### src/rtl/pc_next_unit.sv
// Program-counter register and next-PC selection for the single-cycle core.
// A three-state fetch FSM (boot bubble, run, wait-for-imem) decides when the pc advances.
// Optional feature macro: BRANCH_STATS_EN adds the br_cnt / taken_cnt branch counters.
module pc_next_unit #(
    parameter logic [31:0] RESET_PC = 32'h0000_0000
) (
    input  logic        clk,
    input  logic        rst,
    input  logic        stall,
    input  logic        imem_ready,
    input  logic        branch,
    input  logic        bne,
    input  logic        zero,
    input  logic        bz_branch,
    input  logic        less_or_greater,
    input  logic        jump,
    input  logic        jr,
    input  logic [31:0] imm,
    input  logic [25:0] jaddr,
    input  logic [31:0] rs_data,
    output logic [31:0] pc,
    output logic [31:0] pc_plus4,
    output logic        fetch_valid,
    output logic        branch_taken,
`ifdef BRANCH_STATS_EN
    output logic        misalign,
    output logic [31:0] br_cnt,
    output logic [31:0] taken_cnt
`else
    output logic        misalign
`endif
);

    typedef enum logic [1:0] {
        StBoot = 2'd0,
        StRun  = 2'd1,
        StWait = 2'd2
    } state_e;

    state_e      state_q, state_d;
    logic [31:0] pc_q, pc_d;
    logic        branch_taken_q, branch_taken_d;
    logic        misalign_q, misalign_d;

    logic        advance;
    logic        taken;
    logic [31:0] next_pc;

    assign pc_plus4 = pc_q + 32'd4;
    assign taken    = (branch & (zero ^ bne)) | (bz_branch & less_or_greater);

    // Next-PC selection: jr beats jump beats a taken branch beats sequential.
    always_comb begin
        next_pc = pc_plus4;
        if (jr) begin
            next_pc = {rs_data[31:2], 2'b00};
        end else if (jump) begin
            next_pc = {pc_plus4[31:28], jaddr, 2'b00};
        end else if (taken) begin
            next_pc = pc_plus4 + {imm[29:0], 2'b00};
        end
    end

    // Fetch FSM next state, advance decision and register next-state values.
    always_comb begin
        state_d        = state_q;
        pc_d           = pc_q;
        branch_taken_d = branch_taken_q;
        misalign_d     = misalign_q;
        advance        = 1'b0;
        fetch_valid    = 1'b0;
        unique case (state_q)
            StBoot: begin
                state_d = StRun;
            end
            StRun: begin
                fetch_valid = 1'b1;
                advance     = imem_ready & ~stall;
                if (!imem_ready) begin
                    state_d = StWait;
                end
            end
            StWait: begin
                fetch_valid = 1'b1;
                // The word arriving here only re-enters RUN; the advance happens next cycle.
                if (imem_ready) begin
                    state_d = StRun;
                end
            end
            default: begin
                state_d = StBoot;
            end
        endcase
        if (advance) begin
            pc_d           = next_pc;
            branch_taken_d = jr | jump | taken;
            misalign_d     = jr & (|rs_data[1:0]);
        end
    end

    // State registers with synchronous reset.
    always_ff @(posedge clk) begin
        if (rst) begin
            state_q        <= StBoot;
            pc_q           <= RESET_PC;
            branch_taken_q <= 1'b0;
            misalign_q     <= 1'b0;
        end else begin
            state_q        <= state_d;
            pc_q           <= pc_d;
            branch_taken_q <= branch_taken_d;
            misalign_q     <= misalign_d;
        end
    end

    assign pc           = pc_q;
    assign branch_taken = branch_taken_q;
    assign misalign     = misalign_q;

`ifdef BRANCH_STATS_EN
    logic [31:0] br_cnt_q, taken_cnt_q;

    // Branch statistics: a taken condition counts even when a jump overrides the target.
    always_ff @(posedge clk) begin
        if (rst) begin
            br_cnt_q    <= 32'd0;
            taken_cnt_q <= 32'd0;
        end else if (advance) begin
            if (branch | bz_branch) begin
                br_cnt_q <= br_cnt_q + 32'd1;
            end
            if (taken) begin
                taken_cnt_q <= taken_cnt_q + 32'd1;
            end
        end
    end

    assign br_cnt    = br_cnt_q;
    assign taken_cnt = taken_cnt_q;
`endif

endmodule

### config.mk
export PLATFORM = sky130hd
export DESIGN_NAME = pc_next_unit
export DESIGN_NICKNAME = d
export VERILOG_FILES = /design/src/rtl/pc_next_unit.sv
export SDC_FILE = /design/constraint.sdc
export NUM_CORES = 1
export LEC_CHECK = 0
export ABC_CLOCK_PERIOD_IN_PS = 4520
export CAP_MARGIN = 20
export CORE_MARGIN = 2
export CORE_UTILIZATION = 45
export CTS_BUF_LIST = sky130_fd_sc_hd__clkbuf_8
export DETAILED_ROUTE_END_ITERATION = 16
export GPL_TIMING_DRIVEN = 0
export PLACE_DENSITY = 0.9
export SLEW_MARGIN = 10
export SYNTH_ARGS = -nofsm -noshare
export SYNTH_HDL_FRONTEND = slang
export SYNTH_SLANG_ARGS = --single-unit
### constraint.sdc
create_clock -name clk -period 4.52 [get_ports clk]
set_clock_uncertainty 0.05 [all_clocks]
set_input_delay 0.904 -clock clk [delete_from_list [all_inputs] [get_ports clk]]
set_output_delay 0.904 -clock clk [all_outputs]
set_load 0.005 [all_outputs]
* Yosys cells after proc, flatten, opt, wreduce, memory -nomap -nowiden
Index checks and enable logic that the tools add are counted.
** Word-level totals
- Bits in registers :: 36
- Latch bits :: 0
- RAM bits :: 0
- ROM bits :: 0
- Input port bits :: 101
- Output and inout bits :: 67
- Word-level logic and storage cells :: 31
- Memories :: 0
** Cells by class
- Add/sub/neg operators :: 2
- $mul :: 0
- Divide/modulo/power cells :: 0
- Order comparisons :: 0
- Eq/ne operators :: 4
- Shift operators :: 0
- Muxes and demuxes :: 8
- Bitwise operators :: 9
- Reductions and logical operators :: 4
** Operators by type and width (count)
- two-way mux 32 bit :: 3
- adder 32 x 3 -> 32 bit, second input constant :: 1
- adder 32 bit :: 1
- case mux 2 bit (3 select lines) :: 1
- AND 1 bit :: 4
- two-way mux 2 bit :: 2
- != test 2 bit, second input constant :: 2
- OR reduction 2 bit :: 2
- bitwise OR 1 bit :: 3
- == test 2 x 1 -> 1 bit, second input constant :: 1
- == test 2 bit, second input constant :: 1
- logical NOT 2 bit :: 1
- two-way mux 1 bit :: 2
- AND reduction 2 bit :: 1
- inverter 1 bit :: 1
- bitwise XOR 1 bit :: 1

* Longest topological paths before layout
Gate-level depths: netlist of run 1.
- Word-level depth :: 6
- Gate-level depth with buffers :: 16
- Depth with buffers taken out :: 15

* Worst setup path before layout of run 1
OpenSTA, ideal clock, no wires.
- Path type :: reg-to-reg
- From :: reg pc_q[2], in the netlist pc[2]
- To :: reg pc_q[31], in the netlist pc[31]
- Setup time :: 86 ps
- Arrival time :: 3565 ps
- Data required time :: 4384 ps
- Slack :: 819 ps
- Stages on the path, launching flop included :: 16
- Path buffers :: 1
- Cell sequence :: dfxtp_1 > ha_1 > nand2_1 > or3_1 > buf_2 > or3_4 > nor2b_1 > xor2_1 > ha_1 > a21o_1 > a211o_1 > or4_1 > o311a_1 > o2111ai_1 > xor2_1 > a211oi_1
** Between the ends
- Cells in the longest elaborated chain, start to end :: 5
** Ends and longest elaborated chain
- start, declared :: RTL line 41 : logic [31:0] pc_q, pc_d;
- start signal, assigned :: RTL line 110 : pc_q <= pc_d;
- adder 32 x 3 -> 32 bit :: RTL line 49 : assign pc_plus4 = pc_q + 32'd4;
- net pc_plus4[28] :: RTL line 22 : output logic [31:0] pc_plus4,
- adder 32 bit :: RTL line 60 : next_pc = pc_plus4 + {imm[29:0], 2'b00};
- two-way mux 32 bit :: RTL line 59 : end else if (taken) begin
- two-way mux 32 bit :: RTL line 57 : end else if (jump) begin
- two-way mux 32 bit :: RTL line 55 : if (jr) begin
The timed path passes the listed nets, and every way through them passes these cells.
A chain may end at the register's enable or synchronous reset.

* Final worst setup path of run 1
- From :: reg pc_q[2], in the netlist pc[2]
- To :: reg pc_q[30], in the netlist pc[30]
** Between the ends
- Cells in the longest elaborated chain, start to end :: 5
** Ends and longest elaborated chain (RTL line)
- adder 32 x 3 -> 32 bit (*) :: 49
- adder 32 bit :: 60
- two-way mux 32 bit :: 59
- two-way mux 32 bit (*) :: 57
- two-way mux 32 bit (*) :: 55
Every way passes the cells marked *; elsewhere a longest branch is shown, timed or not.

==> results of run 1 <==
## cell families (layout without fill, tap and decap cells)
kind of cell / Yosys count / in the layout / synth area share
AO/OA/AOI/OAI: 217 / 217 / 0.339
XOR/XNOR: 49 / 49 / 0.0987
adder cells (fa/ha/maj): 40 / 40 / 0.115
buffers and inverters: 53 / 219 / 0.0489
flip-flops: 34 / 34 / 0.154
multiplexers: 3 / 3 / 0.00679
other: 1 / 4 / 0.000848
AND/OR/NAND/NOR: 217 / 217 / 0.237
## final cells by class
type | count | area [µm²]
multi-input cells | 530 | 3590
fillers | 895 | 3310
repair buffers | 159 | 1590
flip-flops and latches | 34 | 681
well taps | 133 | 166
plain buffers | 38 | 160
clock buffers | 6 | 82.6
inverters | 14 | 52.6
clock inverters | 2 | 12.5
## worst paths after layout
kind | cells after the start | from | to | slack, ns
max | 16 | pc[2] | pc[30] | 0.13
max reg2reg | 16 | pc[2] | pc[30] | 0.13
min | 2 | misalign | misalign | 0.41
min reg2reg | 2 | misalign | misalign | 0.41
## cell usage after synthesis (all sizes together), types with 16 or more instances
cell	instances	share of area
a21o	23	0.039
nand3	20	0.024
ha	39	0.11
xor2	27	0.053
clkbuf	31	0.026
nor2	62	0.053
a21oi	51	0.059
nor3	19	0.021
o21ai	32	0.036
xnor2	22	0.045
dfxtp	34	0.15
o21a	16	0.027
nand2	67	0.057
## tightest hold or removal path, stage by stage (launching register included)
cell and delay, ns:
dfxtp_1 0.32, nand2_1 0.05, a21oi_1 0.05
## metrics by stage
step           utilization  cells  hold slack, ns  total power [mW]
3_5_place_dp         0.642    909           0.402             0.920
4_1_cts              0.652    917           0.415              1.16
2_1_floorplan            -    617           0.398             0.655
6_report             0.657    916           0.409              1.17
3_3_place_gp         0.642    909           0.392             0.909
5_1_grt              0.657    916           0.440              1.24
## metal layers
metal,global-route usage,up-vias,part of all wire
met3,0.0508,33,0.091
li1,-,2615,-
met2,0.545,339,0.47
met4,0.0769,0,0.016
met5,0,-,0
met1,0.443,2633,0.42
## power breakdown
part	leakage (nW)	total (mW)	internal (mW)	switching (mW)
sequential	0.276	0.350	0.319	0.0314
combinational	2.30	0.583	0.279	0.303
clock	0.0472	0.241	0.122	0.118
total	2.63	1.17	0.721	0.453
## flip-flops by register name, indices dropped and copies added, names as in the netlist
register and cells:
branch_taken 1, pc 30, state_q 2, misalign 1
## timing repair
| action | 4_1_cts | 5_1_grt |
|---|---|---|
| resized for setup | 0 | 7 |
| endpoints found under the setup margin | 0 | 7 |
| endpoints found under the hold margin | 0 | 0 |
| setup buffers | 0 | 0 |
==> flow_summary.yaml, run 1 <==
power_and_ir_drop:
  ir_drop_mv: 0.206
  cellPowerDensity_mw_per_mm2: 185
  leakagePower_nw: 2.63
clock_network:
  cts_tree: "yes"
  cts_max_path_buffers: 2
  cts_hold_buf: 0
  insertion_delay_ns: 0.29
  numCtsBuffers: 5
  htreeDepth: 2
  cts_sinks: 34
  clk_pin_slew_ns: 0.07
  root_buffer: "clkbuf_8"
grt:
  grt_use_total: 0.327
  grt_pass1_vias: 5241
  grt-ovfl-total: 0
  grt_max_degree: 12
  grt_pass1_wl_mm: 27.2
  antenna_found_initial: 0
setup_path:
  crit_family: "compound AO/OA/AOI/OAI gates"
  crit_fanout: 7
  arrival_ns: 4.47
  crit_buf_inv: 2
  crit_slowest_cell: "dfxtp_1"
  worstPathRequired_ns: 4.60
  path_cells: "ha_1 > nand2_1 > or3_1 > buf_2 > nor2_1 > xor2_2 > ha_1 > clkbuf_1 > nand2_1 > nor2_1 > a221o_1 > a221o_1 > a31o_2 > a211oi_1 > xor2_1 > a41oi_1"
  cp-end-kind: "flop"
  critPathLaunchType: "flop"
  crit_type: "reg -> reg"
  cpPeakStageDelay_ns: 0.45
cells_and_area:
  postLayoutCellArea_mm2: 0.00633
  drive_above_1_share: 0.0421
  final_cell_mix: "clkdlybuf4s50_1 (159), nand2_1 (67), nor2_1 (62)"
  final_common_cell: "clkdlybuf4s50_1"
  num-nets-final: 923
  area_growth_pct: 43.2
  antenna_cells: 0
drt:
  routedWlPerCell_um: 19.2
  drt-pass1-iter-count: 5
  route.antenna.remaining_nets: 0
  viasPerCell: 6.14
  drt-total-wl_mm: 17.6
  num_vias: 5620
  post-route-drc-count: 0
  drtIter0Drc: 479
yosys:
  ys_seq_elements: 34
  avgSynthCellArea_um2: 7.20
  netlist_instances: 614
  yosys_warnings: 0
  ys.flop_type: "dfxtp_1"
  synth_area_mm2: 0.00442
  synth_seq_area_share: 0.154
  yosysUniqueCellTypes: 71
  synthArstFlopShare: 0
  synth_edf_count: 0
sta:
  final_hold_viol_count: 0
  period_share: 0.971
  report.final.setup_viol: 0
  setup_tns_ns: 0
  slew_viol_final: 0
  slew_headroom: 0.321
  fmax_mhz: 228
  period_needed_ns: 4.39
  finalWorstSetupSlack_ns: 0.131
  worst_slew_pin_slew_ns: 1.02
placement:
  placed_cell_area_mm2: 0.00619
  port_buffers: 159
  gp_congestion: 0.949
  dp_hpwl_mm: 14.2
  post-place-ws_ns: 0.0217
die:
  die_area_mm2: 0.0106
  io-pin-count: 168
  rows: 36
  die_h_um: 103
  fp.dieW_um: 103
  core_area_mm2: 0.00964
  initial_utilization: 0.459
worst_hold_path:
  hp-class: "reg -> reg"
flow_run:
  drv_cap: 0
run_status:
  status: "finished clean"
Power figures use the tool's default switching activity.
==> inputs of run 2 (changes only) <==
SKIP_LAST_GASP = 1   (was unset)
==> results of run 2 <==
No change in the layout: final DEF, timing and power equal those of run 1.
==> inputs of run 3 (changes only) <==
ABC_CLOCK_PERIOD_IN_PS = 5500   (was 4520)
clock period = 5.5 ns   (was 4.52 ns; I/O delays follow)
==> run 3 against run 2 <==
  * Power is 18% lower
  * Wire length hardly changed
  * Critical path depth is 2 lower
  * Sequential power is 18% lower
  * Via count is 0.69% lower
  * Worst hold slack hardly changed
  * Clock power is 17% lower
  * Non-clock buffer count is 1 higher
  * Critical endpoint unchanged
==> flow_summary.yaml, run 3 (same netlist as run 1, synthesis figures left out) <==
power_and_ir_drop:
  sw_frac_of_total: 0.386
  ir_drop_mv: 0.169
  clock_power_share: 0.207
  power_frac_comb: 0.496
  leakagePower_nw: 2.61
  power.switching_uw: 372
  pwr-share-seq: 0.298
  p_total_uw: 963
  intPower_uw: 591
  cellPowerDensity_mw_per_mm2: 153
grt:
  grt_pass1_vias: 5241
  grt_use_total: 0.327
  grt_pass1_wl_mm: 27.2
  antenna_found_initial: 0
  grt-ovfl-total: 0
  grt_max_degree: 12
setup_path:
  r2r_slack_ns: 0.99
  crit_type: "reg -> reg"
  arrival_ns: 4.59
  r2r_end: "pc[30]"
  critPathLaunchType: "flop"
  crit_end: "pc[30]"
  rr_worst_depth: 14
  startpoint: "pc[5]"
  reg2reg_from: "pc[5]"
  cp-end-kind: "flop"
  crit_fanout: 7
  worstPathRequired_ns: 5.58
sta:
  final_hold_viol_count: 0
  slew_headroom: 0.317
  report.final.setup_viol: 0
  period_share: 0.820
  period_needed_ns: 4.51
  fmax_mhz: 222
  finalHoldWorstSlack_ns: 0.409
  setup_tns_ns: 0
  rsz0062_at_grt: "no"
  finalWorstSetupSlack_ns: 0.992
  worst_slew_pin_slew_ns: 1.02
  slew_viol_final: 0
placement:
  dp_hpwl_mm: 14.2
  gp_congestion: 0.949
  port_buffers: 159
  post-place-ws_ns: 0.806
  placedCellCount: 909
  placed_cell_area_mm2: 0.00619
cells_and_area:
  num-nets-final: 924
  area_growth_pct: 42.1
  fill_cells: 899
  drive_above_1_share: 0.0332
  largest_reg_flops: 30
  antenna_cells: 0
  instances_no_fill: 917
  postLayoutCellArea_mm2: 0.00629
  final_cell_mix: "clkdlybuf4s50_1 (159), nand2_1 (67), nor2_1 (62)"
  finish.utilization: 0.652
  final_common_cell: "clkdlybuf4s50_1"
drt:
  drtIter0Drc: 522
  drt-total-wl_mm: 17.6
  num_vias: 5581
  routedWlPerCell_um: 19.2
  post-route-drc-count: 0
  drt-pass1-iter-count: 7
  viasPerCell: 6.09
  route.antenna.remaining_nets: 0
clock_network:
  postCtsSetupBuffers: 0
  insertion_delay_ns: 0.29
  clk_pin_slew_ns: 0.08
  numCtsBuffers: 5
  cts_hold_buf: 0
  cts.repair.resized: 0
  cts_sinks: 34
  cts_tree: "yes"
  htreeDepth: 2
  cts_max_path_buffers: 2
  root_buffer: "clkbuf_8"
die:
  io-pin-count: 168
  initial_utilization: 0.459
  rows: 36
  fp.dieW_um: 103
  die_area_mm2: 0.0106
  die_h_um: 103
  core_area_mm2: 0.00964
worst_hold_path:
  hp-class: "reg -> reg"
flow_run:
  drv_cap: 0
run_status:
  status: "finished clean"
## run 3: cell types whose count changed in the layout (fill, tap and decap cells not counted), sizes merged
cell	delta
clkbuf	+1
## run 3: routing by layer
layer  part of all wire  routed length, µm  global-route usage  up-vias
li1                   -                  -                   -     2613
met1               0.41               7250               0.443     2600
met5                  0                  0                   0        -
met3              0.099               1750              0.0508       33
met2               0.47               8280               0.545      335
met4              0.017                304              0.0769        0
## run 3: worst min-delay path by stage
stage                     startpoint        to  slack (ns)  cells past startpoint
after floorplan             misalign  misalign        0.40                      2
after global placement      misalign  misalign        0.39                      2
after detailed placement    misalign  misalign        0.40                      2
after CTS                   misalign  misalign        0.41                      2
after global routing        misalign  misalign        0.44                      2
final                       misalign  misalign        0.41                      2
## run 3: area by class of cell
| class | instances | area, µm² | share of cell area |
|---|---|---|---|
| clock buffer | 6 | 82.6 | 0.0131 |
| sequential | 34 | 681 | 0.108 |
| tap | 133 | 166 | 0.0265 |
| timing repair buffer | 159 | 1590 | 0.253 |
| clock inverter | 2 | 12.5 | 0.00199 |
| inverter | 14 | 52.6 | 0.00836 |
| buffer | 39 | 164 | 0.0261 |
| multi-input combinational | 530 | 3540 | 0.563 |
## run 3: power by group through the flow
stage / Clock (mW) / Combinational (mW) / Sequential, mW
after global routing: 0.208 / 0.518 / 0.288
after detailed placement: 0 / 0.465 / 0.291
final: 0.199 / 0.477 / 0.287
after floorplan: 0 / 0.253 / 0.286
after CTS: 0.197 / 0.468 / 0.285
after global placement: 0 / 0.457 / 0.290
## run 3: worst max-delay path: stages (launching register included)
cell      delay (ns)
dfxtp_1         0.50
nand4_2         0.17
or3_1           0.36
buf_2           0.19
nor4_4          0.37
nand2_1         0.11
xnor2_1         0.49
ha_1            0.40
a21o_1          0.20
a21o_1          0.16
a221o_1         0.34
a31o_2          0.24
a211oi_1        0.26
xor2_1          0.34
a41oi_1         0.16
